**src/rtl/ice51_uart_loader_pkg.sv**
```systemverilog
// ice51_uart_pkg: shared state encodings and bit-timing default for the ice51 UART receive path
package ice51_uart_pkg;
  localparam int CLKS_PER_BIT_DEF = 104;
  localparam logic [1:0] RX_IDLE  = 2'd0;
  localparam logic [1:0] RX_START = 2'd1;
  localparam logic [1:0] RX_DATA  = 2'd2;
  localparam logic [1:0] RX_STOP  = 2'd3;
  localparam logic [1:0] LD_LOAD  = 2'd0;
  localparam logic [1:0] LD_CSUM  = 2'd1;
  localparam logic [1:0] LD_RUN   = 2'd2;
endpackage

```
**src/rtl/ice51_uart_loader_if.sv**
```systemverilog
// ice51_uart_loader_if: program-memory write port and CPU serial byte port of the loader
interface ice51_uart_loader_if #(parameter int ADDR_W = 10);
  logic              o_mem_we;
  logic [ADDR_W-1:0] o_mem_addr;
  logic [7:0]        o_mem_wdata;
  logic              o_cpu_run;
  logic              o_rx_valid;
  logic [7:0]        o_rx_data;
  logic              o_frame_err;
  logic              o_load_err;
  modport master (output o_mem_we, o_mem_addr, o_mem_wdata, o_cpu_run, o_rx_valid, o_rx_data, o_frame_err, o_load_err);
  modport slave  (input  o_mem_we, o_mem_addr, o_mem_wdata, o_cpu_run, o_rx_valid, o_rx_data, o_frame_err, o_load_err);
endinterface

```
**src/rtl/ice51_uart_loader_rx.sv**
```systemverilog
// ice51_uart_rx: 2-flop synchroniser plus 8N1 LSB-first deserialiser with glitch and framing checks
module ice51_uart_rx
  import ice51_uart_pkg::*;
#(
  parameter int CLKS_PER_BIT = CLKS_PER_BIT_DEF
) (
  input  logic       i_clk,
  input  logic       i_rst,
  input  logic       i_rx,
  output logic       o_byte_valid,
  output logic [7:0] o_byte,
  output logic       o_frame_err
);
  localparam int TW = $clog2(CLKS_PER_BIT + 1);
  localparam logic [TW-1:0] HALF = TW'(CLKS_PER_BIT / 2 - 1);
  localparam logic [TW-1:0] FULL = TW'(CLKS_PER_BIT - 1);
  logic [1:0]    sync_q;
  logic [1:0]    state_q, state_d;
  logic [TW-1:0] tmr_q, tmr_d;
  logic [2:0]    bit_q, bit_d;
  logic [7:0]    shr_q, shr_d;
  logic          valid_q, valid_d, ferr_q, ferr_d;
  logic          rx;
  assign rx = sync_q[1];
  // Next-state: start-bit midpoint found in START, then every full bit period thereafter
  always_comb begin
    state_d = state_q;
    tmr_d   = tmr_q + 1'b1;
    bit_d   = bit_q;
    shr_d   = shr_q;
    valid_d = 1'b0;
    ferr_d  = 1'b0;
    case (state_q)
      RX_IDLE: begin
        tmr_d   = '0;
        state_d = rx ? RX_IDLE : RX_START;
      end
      RX_START: if (tmr_q == HALF) begin
        tmr_d   = '0;
        bit_d   = '0;
        state_d = rx ? RX_IDLE : RX_DATA;
      end
      RX_DATA: if (tmr_q == FULL) begin
        tmr_d   = '0;
        shr_d   = {rx, shr_q[7:1]};
        bit_d   = bit_q + 1'b1;
        state_d = (bit_q == 3'd7) ? RX_STOP : RX_DATA;
      end
      default: if (tmr_q == FULL) begin
        state_d = RX_IDLE;
        valid_d = rx;
        ferr_d  = !rx;
      end
    endcase
  end
  // State registers; synchroniser resets to the idle-high line level
  always_ff @(posedge i_clk or posedge i_rst) begin
    if (i_rst) begin
      sync_q  <= 2'b11;
      state_q <= RX_IDLE;
      tmr_q   <= '0;
      bit_q   <= '0;
      shr_q   <= '0;
      valid_q <= 1'b0;
      ferr_q  <= 1'b0;
    end else begin
      sync_q  <= {sync_q[0], i_rx};
      state_q <= state_d;
      tmr_q   <= tmr_d;
      bit_q   <= bit_d;
      shr_q   <= shr_d;
      valid_q <= valid_d;
      ferr_q  <= ferr_d;
    end
  end
  assign o_byte_valid = valid_q;
  assign o_byte       = shr_q;
  assign o_frame_err  = ferr_q;
endmodule

```
**src/rtl/ice51_uart_loader.sv**
```systemverilog
// ice51_uart_loader: boot loader writing MEM_SIZE UART bytes to program memory, then forwarding bytes to the CPU; ICE51_LOADER_CSUM_EN adds a trailing checksum byte
module ice51_uart_loader
  import ice51_uart_pkg::*;
#(
  parameter int CLKS_PER_BIT = CLKS_PER_BIT_DEF,
  parameter int MEM_SIZE     = 1024,
  parameter int ADDR_W       = 10
) (
  input  logic i_clk,
  input  logic i_rst,
  input  logic i_uart_rx,
  ice51_uart_loader_if.master bus
);
  localparam logic [ADDR_W-1:0] LAST = ADDR_W'(MEM_SIZE - 1);
`ifdef ICE51_LOADER_CSUM_EN
  localparam logic [1:0] LD_DONE = LD_CSUM;
`else
  localparam logic [1:0] LD_DONE = LD_RUN;
`endif
  logic              bv, ferr;
  logic [7:0]        rx_byte;
  logic [1:0]        st_q, st_d;
  logic [ADDR_W-1:0] cnt_q, cnt_d, addr_q, addr_d;
  logic [7:0]        wdata_q, wdata_d, rxd_q, rxd_d;
  logic              we_q, we_d, rxv_q, rxv_d, run_q, ferr_q;
`ifdef ICE51_LOADER_CSUM_EN
  logic [7:0]        sum_q, sum_d;
  logic              lerr_q, lerr_d;
`endif
  ice51_uart_rx #(.CLKS_PER_BIT(CLKS_PER_BIT)) u_rx (
    .i_clk        (i_clk),
    .i_rst        (i_rst),
    .i_rx         (i_uart_rx),
    .o_byte_valid (bv),
    .o_byte       (rx_byte),
    .o_frame_err  (ferr)
  );
  // Loader next-state: memory writes during LOAD, optional checksum verdict, CPU forwarding in RUN
  always_comb begin
    st_d    = st_q;
    cnt_d   = cnt_q;
    addr_d  = addr_q;
    wdata_d = wdata_q;
    we_d    = 1'b0;
    rxv_d   = 1'b0;
    rxd_d   = rxd_q;
`ifdef ICE51_LOADER_CSUM_EN
    sum_d   = sum_q;
    lerr_d  = lerr_q;
`endif
    if (bv) begin
      case (st_q)
        LD_LOAD: begin
          we_d    = 1'b1;
          addr_d  = cnt_q;
          wdata_d = rx_byte;
          cnt_d   = cnt_q + 1'b1;
          st_d    = (cnt_q == LAST) ? LD_DONE : LD_LOAD;
`ifdef ICE51_LOADER_CSUM_EN
          sum_d   = sum_q + rx_byte;
`endif
        end
`ifdef ICE51_LOADER_CSUM_EN
        LD_CSUM: begin
          st_d   = (8'(sum_q + rx_byte) == 8'h00) ? LD_RUN : LD_LOAD;
          lerr_d = lerr_q | (8'(sum_q + rx_byte) != 8'h00);
          cnt_d  = '0;
          sum_d  = '0;
        end
`endif
        LD_RUN: begin
          rxv_d = 1'b1;
          rxd_d = rx_byte;
        end
        default: st_d = LD_LOAD;
      endcase
    end
  end
  // Loader registers; cpu_run follows the RUN state one clock later
  always_ff @(posedge i_clk or posedge i_rst) begin
    if (i_rst) begin
      st_q    <= LD_LOAD;
      cnt_q   <= '0;
      addr_q  <= '0;
      wdata_q <= '0;
      we_q    <= 1'b0;
      rxv_q   <= 1'b0;
      rxd_q   <= '0;
      run_q   <= 1'b0;
      ferr_q  <= 1'b0;
`ifdef ICE51_LOADER_CSUM_EN
      sum_q   <= '0;
      lerr_q  <= 1'b0;
`endif
    end else begin
      st_q    <= st_d;
      cnt_q   <= cnt_d;
      addr_q  <= addr_d;
      wdata_q <= wdata_d;
      we_q    <= we_d;
      rxv_q   <= rxv_d;
      rxd_q   <= rxd_d;
      run_q   <= (st_q == LD_RUN);
      ferr_q  <= ferr;
`ifdef ICE51_LOADER_CSUM_EN
      sum_q   <= sum_d;
      lerr_q  <= lerr_d;
`endif
    end
  end
  assign bus.o_mem_we    = we_q;
  assign bus.o_mem_addr  = addr_q;
  assign bus.o_mem_wdata = wdata_q;
  assign bus.o_cpu_run   = run_q;
  assign bus.o_rx_valid  = rxv_q;
  assign bus.o_rx_data   = rxd_q;
  assign bus.o_frame_err = ferr_q;
`ifdef ICE51_LOADER_CSUM_EN
  assign bus.o_load_err  = lerr_q;
`else
  assign bus.o_load_err  = 1'b0;
`endif
endmodule

```
**src/flat_wrapper.sv**
```systemverilog
// flat-port wrapper written by rule: the top's interface ports become plain ports
module ice51_uart_loader_flat import ice51_uart_pkg::*;
#(
  parameter int CLKS_PER_BIT = CLKS_PER_BIT_DEF,
  parameter int MEM_SIZE     = 1024,
  parameter int ADDR_W       = 10
)
  (i_clk, i_rst, i_uart_rx, bus_o_mem_we, bus_o_mem_addr, bus_o_mem_wdata, bus_o_cpu_run, bus_o_rx_valid, bus_o_rx_data, bus_o_frame_err, bus_o_load_err);
  ice51_uart_loader_if #(.ADDR_W(ADDR_W)) bus_i ();
  input  logic i_clk;
  input  logic i_rst;
  input  logic i_uart_rx;
  output wire logic [$bits(bus_i.o_mem_we)-1:0] bus_o_mem_we;
  output wire logic [$bits(bus_i.o_mem_addr)-1:0] bus_o_mem_addr;
  output wire logic [$bits(bus_i.o_mem_wdata)-1:0] bus_o_mem_wdata;
  output wire logic [$bits(bus_i.o_cpu_run)-1:0] bus_o_cpu_run;
  output wire logic [$bits(bus_i.o_rx_valid)-1:0] bus_o_rx_valid;
  output wire logic [$bits(bus_i.o_rx_data)-1:0] bus_o_rx_data;
  output wire logic [$bits(bus_i.o_frame_err)-1:0] bus_o_frame_err;
  output wire logic [$bits(bus_i.o_load_err)-1:0] bus_o_load_err;
  assign bus_o_mem_we = bus_i.o_mem_we;
  assign bus_o_mem_addr = bus_i.o_mem_addr;
  assign bus_o_mem_wdata = bus_i.o_mem_wdata;
  assign bus_o_cpu_run = bus_i.o_cpu_run;
  assign bus_o_rx_valid = bus_i.o_rx_valid;
  assign bus_o_rx_data = bus_i.o_rx_data;
  assign bus_o_frame_err = bus_i.o_frame_err;
  assign bus_o_load_err = bus_i.o_load_err;
  ice51_uart_loader #(.CLKS_PER_BIT(CLKS_PER_BIT), .MEM_SIZE(MEM_SIZE), .ADDR_W(ADDR_W)) u_core (.i_clk(i_clk), .i_rst(i_rst), .i_uart_rx(i_uart_rx), .bus(bus_i));
endmodule
```
**config.mk**
```make
export PLATFORM = sky130hd
export DESIGN_NAME = ice51_uart_loader_flat
export DESIGN_NICKNAME = d
export VERILOG_FILES = /design/src/rtl/ice51_uart_loader_pkg.sv /design/src/rtl/ice51_uart_loader_if.sv /design/src/rtl/ice51_uart_loader_rx.sv /design/src/rtl/ice51_uart_loader.sv /design/src/flat_wrapper.sv
export SDC_FILE = /design/constraint.sdc
export NUM_CORES = 1
export LEC_CHECK = 0
export ABC_AREA = 1
export BUFFER_PORTS_ARGS = -buffer_cell sky130_fd_sc_hd__buf_2
export CAP_MARGIN = 20
export CELL_PAD_IN_SITES_DETAIL_PLACEMENT = 1
export CELL_PAD_IN_SITES_GLOBAL_PLACEMENT = 2
export CORE_MARGIN = 2
export CORE_UTILIZATION = 37
export CTS_BUF_LIST = sky130_fd_sc_hd__clkbuf_8
export DETAILED_ROUTE_END_ITERATION = 6
export GPL_TIMING_DRIVEN = 1
export PLACE_DENSITY = 0.81
export REMOVE_ABC_BUFFERS = 1
export SKIP_LAST_GASP = 1
export SLEW_MARGIN = 0
export SYNTH_ARGS = -nofsm -noshare
export SYNTH_HDL_FRONTEND = slang
export SYNTH_SLANG_ARGS = --single-unit
```
**constraint.sdc**
```tcl
create_clock -name i_clk -period 3.1 [get_ports i_clk]
set_input_delay 0.93 -clock i_clk [delete_from_list [all_inputs] [get_ports i_clk]]
set_output_delay 0.93 -clock i_clk [all_outputs]
set_load 0.03 [all_outputs]
```
==> run summary, run 1 <==
run status: finished clean
setup TNS: 0 ns
row cnt: 31
initial core utilization: 38.3%
via count: 2080
Post-Syn Area: 2780 sq um
RSZ-0062 raised after global routing: false
post-layout util: 44.9%
drt wl/cell: 12.6 microns
largest net degree at the start of global routing: 66
# port buffers: 32
Pre-antenna DRT Iters: 4
max_slew headroom: 53.9%
WP buf/inv: 1
largest family of logic cells by synthesized area: simple AND/OR/NAND/NOR gates
area share of xor/xnor cells in the synthesized design: 2.52%
routed vias/inst: 4.65
CTS resizes: 0
vias in the first global route: 2113
post-synthesis simple-gate area fraction: 21.4%
Sink Count: 65
R2R setup slack: 1.29 ns
final WL: 5640 microns
CORE AREA: 7250 sq um
worst endpoint required time: 2.17 ns
Netlist cell types: 24
Power Density: 522 nW/um^2
Hold Path End: u_core.u_rx.sync_q[1]
Reg-to-Reg Start: u_core.st_q[1]
first-pass GRT wire length: 9870 microns
crit path kind: register to output pin
skew final: 0.00624 ns
Final Critical Period: 1.85 ns
CTS max path bufs: 2
Die Span Y: 90.6 microns
die footprint: 8210 sq um
hold path startpoint: u_core.u_rx.sync_q[0]
post-synthesis adder-cell area fraction: 1.80%
complex-gate fraction of the synthesized area: 7.57%
Syn Area/Cell: 9.04 sq um
Power Total: 1.70 mW
DRT iter0 DRCs: 45
Yosys Warn Count: 0
post-route DRC violation count: 0
ANT cells: 0
Final ANT Viol Nets: 0
Arr. time, crit path: 0.92 ns
worst-path cell chain: buf_2
Clock transition at path regs: 0.08 ns
initial antenna violation count: 0
IO Count: 34
layout cells sized above 1: 17.0%
Die Span X: 90.6 microns
Final Hold Vio Count: 0
CP max FO: 2
worst r2r path cells: 6
#FFs+latches synth: 65
cts hold-fix bufs: 0
GP Congestion: 0.748
mux share of post-synthesis cell area: 0%
Top Family by Delay on Critical Path: flip-flops
max_cap viols: 0
Largest stage delay, worst path: 0.39 ns
GRT overflow: 0
GRT Total Usage: 15.3%
Highest Clock Rate: 542 MHz
Tcrit/Tclk final: 59.5%
Worst Max-Slew Pin Slew: 0.690 ns
CP Launch Type: register
Hold Crit Depth: 0
CTS Buf Count: 9
R2R Path End: u_core.cnt_q[5]
post-synthesis sequential area ratio: 58.7%
WP depth: 1
dpl hpwl: 3910 microns
Crit. End Element: output pin
H-tree levels: 3
# Post-CTS Setup Buffers: 0
max-slew violation count: 0
min-delay worst type: register to register
slowest stage cell, crit path: dfrtp_1
CTS tree: built
clock root cell: clkbuf_8
Max VDD drop: 0.209 mV
Layout Nets: 350
clk_lat worst skew: 0.35 ns
Post-Synthesis Cells: 307
final setup violating endpoints: 0
Leak: 1.70 nW
post-synthesis to final-layout area growth: 17.2%
-- through the flow --
step / std cells / setup WS [ns] / hold slack [ns] / cell area [sq um]
final: 447 / 1.25 / 0.359 / 3250
after global routing: 447 / 1.09 / 0.367 / 3250
after CTS: 447 / 1.23 / 0.359 / 3250
after detailed placement: 431 / 1.25 / 0.347 / 3030
after global placement: 431 / 1.36 / 0.335 / 3030
after floorplan: 298 / 0.547 / 0.331 / 2720
-- registers in the layout (all words and copies together) (netlist names), 2 cells and up --
signal / flops
u_core.bus.o_mem_addr: 10
u_core.bus.o_rx_data: 8
u_core.u_rx.o_byte: 8
u_core.u_rx.tmr_q: 7
u_core.u_rx.state_q: 2
u_core.bus.o_mem_wdata: 8
u_core.u_rx.sync_q: 2
u_core.u_rx.bit_q: 3
u_core.cnt_q: 10
-- cell usage in the layout, fill, tap and decap left out --
master      synthesis  routed
nor2_4              2       2
nand4_1             9       9
bufinv_16           0       2
nand2_1            87      87
nor3_1              4       4
clkinv_4            0       1
o21ai_2             2       2
ha_1                4       4
o21ai_1             7       7
clkinvlp_4          0       1
xor2_1              7       7
clkbuf_8            0      10
clkinv_2            0       1
inv_2               1       2
buf_12              0       1
o21ai_0            29      29
nand3_2             1       1
buf_4               1       1
buf_2               1      32
nor2_1             13      13
dfstp_2             2       2
xnor2_1             1       1
conb_1              1       1
o211ai_1            1       1
dfrtp_1            63      63
inv_6               0       1
nand3_1            22      22
inv_1              41      40
a21oi_1             1       1
-- synth_stat cells --
master	instances	share of area (%)
dfstp_2	2	1.9
clkbuf_1	4	0.54
o21ai_0	29	5.2
o21ai_1	7	1.3
ha_1	4	1.8
o21ai_2	2	0.63
inv_1	41	5.5
buf_2	1	0.18
nand2_1	87	12
a21oi_1	1	0.18
conb_1	1	0.14
nor2_1	13	1.8
nor3_1	4	0.72
inv_2	1	0.14
nor2_4	2	0.81
nand3_1	22	4.0
buf_4	1	0.27
nand3_2	1	0.36
xor2_1	7	2.2
buf_6	3	1.2
xnor2_1	1	0.32
dfrtp_1	63	57
o211ai_1	1	0.27
nand4_1	9	2.0
-- where the power goes --
part | switching [mW] | internal [mW]
Sequential | 0.000671 | 0.850
Combinational | 0.0189 | 0.00380
Clock | 0.349 | 0.477
Total | 0.368 | 1.33
-- layer usage --
layer  GRT usage, %  wire length, microns  up-vias
met3           3.67                   213       15
met4           8.08                   145        0
li1               -                     -     1043
met2           24.4                  2610       31
met1           19.3                  2670      991
met5              0                     0        -
-- how the worst max path moves through the flow --
| stage | startpoint | endpoint | slack [ns] |
|---|---|---|---|
| 2_1_floorplan | i_rst | u_core.bus.o_cpu_run | 0.55 |
| 4_1_cts | u_core.bus.o_mem_addr[1] | bus_o_mem_addr[1] | 1.23 |
| 6_report | u_core.bus.o_mem_addr[1] | bus_o_mem_addr[1] | 1.25 |
| 3_3_place_gp | u_core.st_q[1] | u_core.cnt_q[5] | 1.36 |
| 3_5_place_dp | u_core.st_q[1] | u_core.cnt_q[5] | 1.25 |
| 5_1_grt | u_core.u_rx.tmr_q[0] | u_core.u_rx.bit_q[0] | 1.09 |
-- kinds of logic (layout without fill, tap and decap cells) --
logic type,Yosys count,count (layout)
flip-flops,65,65
buffers and inverters,51,92
XOR/XNOR,8,8
other,1,1
AND/OR/NAND/NOR,138,138
AO/OA/AOI/OAI,40,40
adder cells (fa/ha/maj),4,4
-- final cells by class --
type | instances | area (sq um)
Inverter | 42 | 158
Multi-Input combinational cell | 191 | 928
Clock inverter | 6 | 90.1
Timing Repair Buffer | 34 | 188
Clock buffer | 10 | 138
Sequential cell | 65 | 1630
Tap cell | 99 | 124
Fill cell | 861 | 4000
Note: power is estimated with default switching activity, not from simulation.
==> run 2, diff against run 1 <==
--- a/config.mk
+++ b/config.mk
@@ -11,11 +11,11 @@
 export CELL_PAD_IN_SITES_DETAIL_PLACEMENT = 1
 export CELL_PAD_IN_SITES_GLOBAL_PLACEMENT = 2
 export CORE_MARGIN = 2
-export CORE_UTILIZATION = 37
+export CORE_UTILIZATION = 33
 export CTS_BUF_LIST = sky130_fd_sc_hd__clkbuf_8
 export DETAILED_ROUTE_END_ITERATION = 6
 export GPL_TIMING_DRIVEN = 1
-export PLACE_DENSITY = 0.81
+export PLACE_DENSITY = 0.76
 export REMOVE_ABC_BUFFERS = 1
 export SKIP_LAST_GASP = 1
 export SLEW_MARGIN = 0
==> constraint.sdc (replaced) <==
create_clock -name i_clk -period 1.6 [get_ports i_clk]
set_input_delay 0.48 -clock i_clk [delete_from_list [all_inputs] [get_ports i_clk]]
set_output_delay 0.48 -clock i_clk [all_outputs]
set_load 0.03 [all_outputs]
==> run 2 against run 1 <==
Net effect:
- first-iteration DRC count increased by 89%
- wire length increased by 4.3%
- sequential power increased by 94%
- core utilization decreased by 3.6 points
- final cell count increased by 3.1%
- clock power increased by 120%
- register-to-register slack got worse by 1.1 ns
- sequential cell count unchanged
- setup slack got worse by 1.1 ns
- worst hold slack got worse by 0.16 ns
- largest cell class unchanged
==> run summary, run 2 (same netlist as run 1, synthesis figures left out) <==
run status: finished clean
CORE AREA: 8180 sq um
post-synthesis to final-layout area growth: 21.4%
H-tree levels: 3
Die Span X: 95.7 microns
CP max FO: 4
post-layout util: 41.2%
GRT overflow: 0
RSZ-0062 raised after global routing: false
first-pass GRT wire length: 10300 microns
die footprint: 9160 sq um
DRT iter0 DRCs: 85
Tcrit/Tclk final: 87.9%
Final Hold Vio Count: 0
vias in the first global route: 2192
CTS tree: built
max-slew violation count: 0
Pre-antenna DRT Iters: 4
Largest stage delay, worst path: 0.36 ns
Power Density: 1050 nW/um^2
CP Launch Type: register
clock root cell: clkbuf_8
max_cap viols: 0
GP Congestion: 0.786
CTS Buf Count: 9
# port buffers: 32
Final ANT Viol Nets: 0
storage element area: 1630 sq um
Worst Max-Slew Pin Slew: 0.536 ns
drt wl/cell: 12.8 microns
Max VDD drop: 0.363 mV
cts hold-fix bufs: 0
slowest stage cell, crit path: dfrtp_1
GRT Total Usage: 14.8%
Layout Nets: 358
Crit. End Element: register
Arr. time, crit path: 1.64 ns
worst r2r path cells: 9
dpl hpwl: 4120 microns
CTS max path bufs: 2
crit path kind: register to register
setup TNS: 0 ns
ANT cells: 0
worst-path cell chain: ha_1, buf_4, inv_1, nor2_1, nand3_2, nand2_2, nand3_1, nand2_1, inv_1
initial antenna violation count: 0
clk_lat worst skew: 0.34 ns
IO Count: 34
final WL: 5880 microns
Final Critical Period: 1.41 ns
worst endpoint required time: 1.84 ns
R2R setup slack: 0.19 ns
largest net degree at the start of global routing: 66
cell mode on critical path: inv_1
via count: 2116
max_slew headroom: 64.2%
layout cells sized above 1: 19.7%
routed vias/inst: 4.59
skew final: 0.00748 ns
min-delay worst type: input port to asynchronous set/reset pin
Leak: 1.77 nW
initial core utilization: 34.0%
row cnt: 33
Sink Count: 65
R2R Path End: u_core.u_rx.tmr_q[6]
most frequent cells in the layout: 85 x nand2_1, 63 x dfrtp_1, 40 x inv_1
FILL cells: 965
post-route DRC violation count: 0
Reg-to-Reg Start: u_core.u_rx.tmr_q[1]
area occupied by multi-input gates: 938 sq um
Highest Clock Rate: 711 MHz
Clock transition at path regs: 0.07 ns
worst hold slack: 0.201 ns
most common cell after layout, fill and taps aside: nand2_1
Die Span Y: 95.7 microns
final setup violating endpoints: 0
-- run 2: repair_timing --
| item | CTS | global route |
|---|---|---|
| setup buffers | 0 | 1 |
| endpoints found under the setup margin | 0 | 5 |
| resized for setup | 0 | 4 |
-- run 2: worst max-delay path: cells and delay by family (launching register included) --
family / cells / cell delay [ns]
simple gates: 5 / 0.57
flops: 1 / 0.36
buf+inv: 3 / 0.20
fa+ha+maj: 1 / 0.17
-- run 2: metal layers --
layer  part of all wire, %  global-route usage (%)  up-vias
met1                    49                    19.4     1019
met2                    46                    23.1       29
met4                   1.6                    5.36        0
met5                     0                       0        -
li1                      -                       -     1059
met3                   3.3                    4.46        9
-- run 2: worst max path at each step --
stage,startpoint,endpoint,slack (ns)
finish,u_core.u_rx.tmr_q[1],u_core.u_rx.tmr_q[6],0.19
floorplan,i_rst,u_core.bus.o_cpu_run,-0.50
global route,u_core.u_rx.tmr_q[1],u_core.u_rx.tmr_q[5],0.03
global placement,u_core.u_rx.tmr_q[1],u_core.u_rx.tmr_q[5],0.17
CTS,u_core.u_rx.tmr_q[1],u_core.u_rx.tmr_q[6],0.07
detailed placement,u_core.u_rx.tmr_q[1],u_core.u_rx.tmr_q[6],0.07
-- run 2: metrics by stage --
stage	setup slack, ns	total power [mW]	cells	area (sq um)
6_report	0.193	3.54	461	3370
5_1_grt	0.0329	3.68	461	3370
4_1_cts	0.0651	3.60	460	3350
3_5_place_dp	0.0738	1.73	444	3090
3_3_place_gp	0.166	1.73	444	3090
2_1_floorplan	-0.503	1.71	298	2720
-- run 2: area by class of cell --
type / count / area share [%]
Inverter: 42 / 4.68
Clock inverter: 7 / 4.23
Multi-Input combinational cell: 191 / 27.8
Timing Repair Buffer: 42 / 7.35
Clock buffer: 9 / 3.67
Sequential cell: 65 / 48.3
Tap cell: 105 / 3.90
-- run 2: power by group --
part | total (mW) | switching, mW | internal (mW)
combinational | 0.0445 | 0.0372 | 0.00736
clock | 1.85 | 0.651 | 1.20
sequential | 1.65 | 0.00143 | 1.65
total | 3.54 | 0.690 | 2.85
